`src/rtl/cplt_sync_pkg.sv`:
```
// Shared types and default constants for the completion-to-synchronous bridge.
// The optional RTZ timeout is enabled with the CPLT_SYNC_TIMEOUT_EN macro.
package cplt_sync_pkg;

    localparam int DEF_DATA_W      = 8;
    localparam int DEF_SYNC_STAGES = 2;
    localparam int DEF_TIMEOUT_CYC = 255;

    typedef enum logic [1:0] {
        IDLE  = 2'd0,
        VALID = 2'd1,
        RTZ   = 2'd2
    } state_t;

endpackage

```
`src/rtl/sync_ff.sv`:
```
// Multi-flop synchronizer for a single asynchronous bit, reset to RST_VAL.
module sync_ff #(
    parameter int   STAGES  = 2,
    parameter logic RST_VAL = 1'b1
) (
    input  logic clk,
    input  logic rst,
    input  logic d,
    output logic q
);

    logic [STAGES:0] chain;

    assign chain[0] = d;

    for (genvar gi = 0; gi < STAGES; gi++) begin : g_stage
        logic q_reg;

        always_ff @(posedge clk) begin
            if (!rst) begin
                q_reg <= RST_VAL;
            end else begin
                q_reg <= chain[gi];
            end
        end

        assign chain[gi+1] = q_reg;
    end

    assign q = chain[STAGES];

endmodule

```
`src/rtl/cplt_sync_bridge.sv`:
```
// Bridges a 4-phase completion handshake into a valid/ready stream.
// Optional sticky RTZ timeout flag (err port) enabled by macro CPLT_SYNC_TIMEOUT_EN.
module cplt_sync_bridge
    import cplt_sync_pkg::*;
#(
    parameter int DATA_W      = DEF_DATA_W,
    parameter int SYNC_STAGES = DEF_SYNC_STAGES,
    parameter int TIMEOUT_CYC = DEF_TIMEOUT_CYC
) (
    input  logic              clk,
    input  logic              rst,
    input  logic              req_in,
    input  logic [DATA_W-1:0] data_in,
    output logic              ack_out,
    output logic              out_valid,
    input  logic              out_ready,
    output logic [DATA_W-1:0] out_data
`ifdef CPLT_SYNC_TIMEOUT_EN
    ,
    output logic              err
`endif
);

    logic              req_s;
    state_t            state_reg, state_next;
    logic              valid_reg, valid_next;
    logic              ack_reg, ack_next;
    logic [DATA_W-1:0] data_reg, data_next;

    // Flops reset high so a req_in held across reset looks like an old token.
    sync_ff #(
        .STAGES  (SYNC_STAGES),
        .RST_VAL (1'b1)
    ) u_req_sync (
        .clk (clk),
        .rst (rst),
        .d   (req_in),
        .q   (req_s)
    );

    always_ff @(posedge clk) begin
        if (!rst) begin
            state_reg <= RTZ;
            valid_reg <= 1'b0;
            ack_reg   <= 1'b0;
            data_reg  <= '0;
        end else begin
            state_reg <= state_next;
            valid_reg <= valid_next;
            ack_reg   <= ack_next;
            data_reg  <= data_next;
        end
    end

    always_comb begin
        state_next = state_reg;
        valid_next = valid_reg;
        ack_next   = ack_reg;
        data_next  = data_reg;
        case (state_reg)
            IDLE: begin
                if (req_s) begin
                    data_next  = data_in;
                    valid_next = 1'b1;
                    state_next = VALID;
                end
            end
            VALID: begin
                if (out_ready) begin
                    valid_next = 1'b0;
                    ack_next   = 1'b1;
                    state_next = RTZ;
                end
            end
            RTZ: begin
                if (!req_s) begin
                    ack_next   = 1'b0;
                    state_next = IDLE;
                end
            end
            default: begin
                valid_next = 1'b0;
                ack_next   = 1'b0;
                state_next = RTZ;
            end
        endcase
    end

    assign out_valid = valid_reg;
    assign ack_out   = ack_reg;
    assign out_data  = data_reg;

`ifdef CPLT_SYNC_TIMEOUT_EN
    localparam int CNT_W = $clog2(TIMEOUT_CYC + 1);

    logic [CNT_W-1:0] cnt_reg;
    logic             err_reg;

    // Counts cycles spent in RTZ; saturates at the limit, err stays set until reset.
    always_ff @(posedge clk) begin
        if (!rst) begin
            cnt_reg <= '0;
            err_reg <= 1'b0;
        end else if (state_reg != RTZ) begin
            cnt_reg <= '0;
        end else begin
            if (cnt_reg != CNT_W'(TIMEOUT_CYC)) begin
                cnt_reg <= cnt_reg + 1'b1;
            end
            if (cnt_reg == CNT_W'(TIMEOUT_CYC - 1)) begin
                err_reg <= 1'b1;
            end
        end
    end

    assign err = err_reg;
`endif

endmodule

```
`config.mk`:
```
export PLATFORM = sky130hd
export DESIGN_NAME = cplt_sync_bridge
export DESIGN_NICKNAME = d
export VERILOG_FILES = /design/src/rtl/cplt_sync_pkg.sv /design/src/rtl/sync_ff.sv /design/src/rtl/cplt_sync_bridge.sv
export SDC_FILE = /design/constraint.sdc
export NUM_CORES = 1
export LEC_CHECK = 0
export ABC_AREA = 1
export BUFFER_PORTS_ARGS = -buffer_cell sky130_fd_sc_hd__buf_4
export CORE_MARGIN = 2
export CORE_UTILIZATION = 35
export CTS_CLUSTER_DIAMETER = 60
export CTS_CLUSTER_SIZE = 30
export DETAILED_ROUTE_END_ITERATION = 16
export PLACE_DENSITY_LB_ADDON = 0.1
export REMOVE_ABC_BUFFERS = 1
export SLEW_MARGIN = 15
export SYNTH_ARGS = -nofsm -noshare
export SYNTH_HDL_FRONTEND = slang
export SYNTH_SLANG_ARGS = --single-unit
```
`constraint.sdc`:
```
create_clock -name clk -period 1.15 [get_ports clk]
set_input_delay 0.345 -clock clk [delete_from_list [all_inputs] [get_ports clk]]
set_output_delay 0.345 -clock clk [all_outputs]
set_load 0.02 [all_outputs]
```
==> run metrics, run 1 <==
Worst Reg2Reg Path Length in Cells 4; die area 2030 um^2; die height between 40 and 50 um; vias between 500 and 600; hold endpoint u_req_sync.g_stage[0].q_reg; setup tns final 0 ns; Non-Filler Instances 119; grt total ovfl 0; pin count of the biggest net entering global routing 20; skew final between 0.004 and 0.005 ns; Rows 14; most frequent cells in the layout 23 x buf_4, 16 x nand2_1, 14 x dfxtp_1; Placed Cells between 100 and 150; initial DRC count 2; Worst slew margin a little over four fifths; Final Util 51.5%; crit end category output port; Clock Latency Late Sink ~0.27 ns; PostCTS Resize Cnt 0; max-slew violation count 0; share of cells above drive strength 1 ~31%; clock root buffer clkbuf_4; Distinct cells, synth 14; kind of critical path register to output port; worst reg2reg path endpoint out_data[5]; synthesized flop and latch total 14; PwrDens around 1300 nW/um^2; Crit path buffers/inverters 1; Hold Path Class input port to register; worst setup margin 0.0459 ns; CTS sink cnt 14; crit path cell chain buf_4; initial antenna violation count 0; hold_buf cts 0; pre-CTS setup slack about 0.09 ns; routed wire length per instance roughly 9.0 um; period utilisation layout between 90% and 100%; Hold WS 0.256 ns; status complete, no violations; Seq/Total Area, Yosys between 40 and 50%; worst slew pin tran approximately 0.23 ns; synthesized instance count 80; clock transition at the registers of the reported paths around 0.080 ns; CTS tree done; Post-Syn Area a little under 600 um^2; CTS max path bufs 2; Port Buffers 21; die extent in x between 40 and 50 um; num ports 22; CTS Buf Count 3; DR DRC count 0; drt first pass iters 3; CP startpoint kind register; Routed WL ~1.1 mm; Worst Min Path Start req_in; Worst Path Arrival between 0.7 and 0.8 ns; core area between 1500 and 2000 um^2; first-pass GRT wire length 1.84 mm; FMAX ~0.91 GHz; Final setup viols 0; Routed Antenna Nets 0; vias per cell 4.51; FF-to-FF setup slack ~0.19 ns; DP HPWL approximately 760 um; Tmin final between 1 and 1.5 ns; starting density of the core roughly two fifths; crit-path max cell delay roughly 0.35 ns; area delta synth->final 34.6%; Crit path max-delay family flip-flops; number of max-cap violations 0; nets about 120; slowest CP cell dfxtp_1; RSZ-0062 raised after global routing false; RR Startpoint state_reg[1]; Ys Warns 0; Routability Congestion between 0.7 and 0.8; Largest register FFs 8; syn avg cell area 7.37 um^2; leakage around 0.40 nW; Crit path required time 0.81 ns; worst vdd ir between 1 and 1.5 mV; Overall Global Routing Usage 12.8%; final hold vios 0; n_diodes 0; H-tree depth 1; Max FO, Critical Path 2; vias in the first global route 457; most common cell after layout, fill and taps aside buf_4; hold depth 2
==> cell families after synthesis <==
family	Yosys count	synth area share [%]
flip-flops	14	47.6
AND/OR/NAND/NOR	40	29.9
AO/OA/AOI/OAI	12	10.8
buffers and inverters	14	11.7
==> layer usage <==
layer  share of wire (%)  global-route usage [%]  vias to the layer above  wire length, um
met5                   0                       0                        -                0
met4                 1.2                    3.53                        0               13
met3                 7.9                    6.00                        2               84
met2                  42                    18.0                       17              444
met1                  49                    17.5                      221              526
li1                    -                       -                      297                -
==> final cells by class <==
class,count,area (um^2)
Sequential cell,14,280
Multi-Input combinational cell,52,240
Timing Repair Buffer,24,193
Inverter,10,37.5
Clock buffer,3,22.5
Fill cell,162,748
Tap cell,16,20.0
==> stage by stage <==
stage          area [um^2]  power [mW]
2_1_floorplan          558       0.675
3_3_place_gp           751       0.770
5_1_grt                793        1.10
4_1_cts                773        1.04
6_report               793        1.04
3_5_place_dp           751       0.773
==> Yosys cell counts <==
library cell  number  area share, %
a21oi_1           10            8.5
a21oi_2            1            1.5
buf_2              1           0.85
buf_6              2            3.8
clkbuf_1           1           0.64
dfxtp_1           14             48
inv_1             10            6.4
nand2_1           16             10
nand2_2            1            1.1
nand3_1            9            7.6
nor2_1            11            7.0
nor2_4             1            1.9
o21ai_0            1           0.85
or2_2              2            2.1
==> power by group <==
part | total (mW) | internal [mW] | switching, mW | leakage (nW)
Combinational | 0.229 | 0.113 | 0.116 | 0.273
Clock | 0.266 | 0.121 | 0.145 | 0.0138
Sequential | 0.545 | 0.521 | 0.0235 | 0.115
Total | 1.04 | 0.755 | 0.284 | 0.401
==> worst max path at each step <==
stage	startpoint	to	slack [ns]	depth (start not counted)
6_report	out_data[4]	out_data[4]	0.05	1
5_1_grt	out_data[4]	out_data[4]	0.006	1
4_1_cts	out_valid	out_valid	0.04	1
3_5_place_dp	state_reg[0]	out_data[6]	0.09	4
3_3_place_gp	state_reg[0]	out_data[6]	0.1	4
2_1_floorplan	u_req_sync.q	ack_out	0.19	4
==> timing repair <==
| action | 4_1_cts | 5_1_grt |
|---|---|---|
| setup buffers | 0 | 1 |
| hold endpoints to repair | 0 | 0 |
| endpoints found under the setup margin | 0 | 4 |
Power figures use the tool's default switching activity.
==> run 2: changes to the inputs <==
==> constraint.sdc (replaced) <==
create_clock -name clk -period 1.2 [get_ports clk]
set_input_delay 0.36 -clock clk [delete_from_list [all_inputs] [get_ports clk]]
set_output_delay 0.36 -clock clk [all_outputs]
set_load 0.02 [all_outputs]
==> run metrics, run 2 (synthesis gave the netlist of run 1 again) <==
CTS sink cnt 14 (unchanged); Overall Global Routing Usage 12.1% (-0.65 points); PostCTS Resize Cnt 0 (unchanged); worst slew pin tran 0.383 ns (+0.151 ns); n_diodes 0 (unchanged); FF-to-FF setup slack 0.14 ns (-0.05 ns); share of cells above drive strength 1 30.4% (-0.68 points); grt peak-use layer met2; period utilisation layout about 95%; CTS Buf Count 3 (unchanged); slowest CP cell dfxtp_1; nets 115 (-1.7%); worst reg2reg path endpoint out_data[7]; FILL cells 151 (-6.8%); worst vdd ir 0.728 mV (-36%); drt first pass iters 4 (+1); CTS max path bufs 2 (unchanged); initial DRC count 10 (+8); vias 551 (+2.6%); crit path cell chain buf_4; Tmin final around 1.1 ns; Routed WL 1.13 mm (+5.7%); pin count of the biggest net entering global routing 20 (unchanged); Hold Path Class input port to register; Port Buffers 21 (unchanged); DR DRC count 0 (unchanged); buffer count from post-CTS setup fixing 0 (unchanged); hold depth 2 (unchanged); Max FO, Critical Path 2 (unchanged); Final setup viols 0 (unchanged); most frequent cells in the layout 22 x buf_4, 16 x nand2_1, 14 x dfxtp_1; most common cell after layout, fill and taps aside buf_4; Area after DPL 743 um^2 (-1.0%); core area 1540 um^2 (unchanged); area delta synth->final 32.3%; CTS tree done; H-tree depth 1 (unchanged); number of max-cap violations 0 (unchanged); Routability Congestion 0.787 (+3.3%); first-pass GRT wire length 1.79 mm (-2.2%); clock transition at the registers of the reported paths 0.08 ns (about the same); initial antenna violation count 0 (unchanged); setup tns final 0 ns (unchanged); hold_buf cts 0 (unchanged); Reg area 280 um^2 (unchanged); die extent in x 45.0 um (unchanged); leakage 0.396 nW (-1.2%); final hold vios 0 (unchanged); kind of critical path register to output port; vias per cell 4.67 (+3.5%); Clock Latency Late Sink 0.27 ns (about the same); Rows 14 (unchanged); starting density of the core 38.2% (unchanged); GR Util met2 18.6% (+0.57 points); CP startpoint kind register; Routed Antenna Nets 0 (unchanged); cell area after layout 779 um^2 (-1.7%); FMAX 0.880 GHz; CP startpoint ack_out; Largest register FFs 8 (unchanged); Worst Min Path Start req_in; met3 usage 2.80% (-3.2 points); RR Startpoint state_reg[1]; hold endpoint u_req_sync.g_stage[0].q_reg; clock root buffer clkbuf_4; die area 2030 um^2 (unchanged); vias in the first global route 443 (-3.1%); Multi-input gate area 240 um^2 (unchanged); grt total ovfl 0 (unchanged); Worst slew margin 74.4% (-10 points); num ports 22 (unchanged); RSZ-0062 raised after global routing false; DP HPWL 734 um (-3.9%); PwrDens 1360 nW/um^2 (+3.9%); routed wire length per instance 9.58 um (+6.6%); crit end category output port; Crit path buffers/inverters 1 (unchanged); skew final 0.00364 ns (-0.00114 ns); Crit path max-delay family flip-flops; Worst Reg2Reg Path Length in Cells 4 (unchanged); max-slew violation count 0 (unchanged); Worst Path Arrival 0.78 ns (+0.02 ns); die height 45.0 um (unchanged); Crit path required time 0.84 ns (+0.03 ns); GR Util met1 14.8% (-2.8 points); status complete, no violations; crit-path max cell delay 0.35 ns (about the same)
==> run 2: through the flow <==
| step | instances | hold WS [ns] | utilization [%] | worst slack [ns] | power, mW |
|---|---|---|---|---|---|
| 3_5_place_dp | 114 | 0.400 | 48.2 | 0.148 | 0.738 |
| 2_1_floorplan | 76 | 0.393 | - | 0.237 | 0.647 |
| 4_1_cts | 118 | 0.261 | 50.6 | 0.0536 | 1.07 |
| 5_1_grt | 118 | 0.263 | 50.6 | 0.0263 | 1.12 |
| 6_report | 118 | 0.268 | 50.6 | 0.0642 | 1.06 |
| 3_3_place_gp | 114 | 0.398 | 48.2 | 0.154 | 0.736 |
==> run 2: area by class of cell <==
class / instances / area share, %
timing repair buffer: 22 / 21.2
clock buffer: 4 / 4.65
inverter: 10 / 4.82
multi-input combinational: 52 / 30.8
tap: 16 / 2.57
sequential: 14 / 36.0
==> run 2: how the worst max path moves through the flow <==
stage	cells past startpoint	endpoint
floorplan	4	ack_out
global placement	4	out_data[6]
detailed placement	4	out_data[5]
CTS	1	ack_out
global route	4	out_data[4]
finish	1	ack_out
==> run 2: where the power goes <==
group          internal, mW  leakage [nW]  switching (mW)
sequential            0.499         0.115          0.0233
clock                 0.184        0.0210           0.151
combinational        0.0940         0.261           0.109
==> run 2: metal layers <==
metal	share of wire [%]	vias to the layer above
met3	8.1	6
met1	46	232
met4	1.7	0
met5	0	-
met2	44	22
li1	-	291
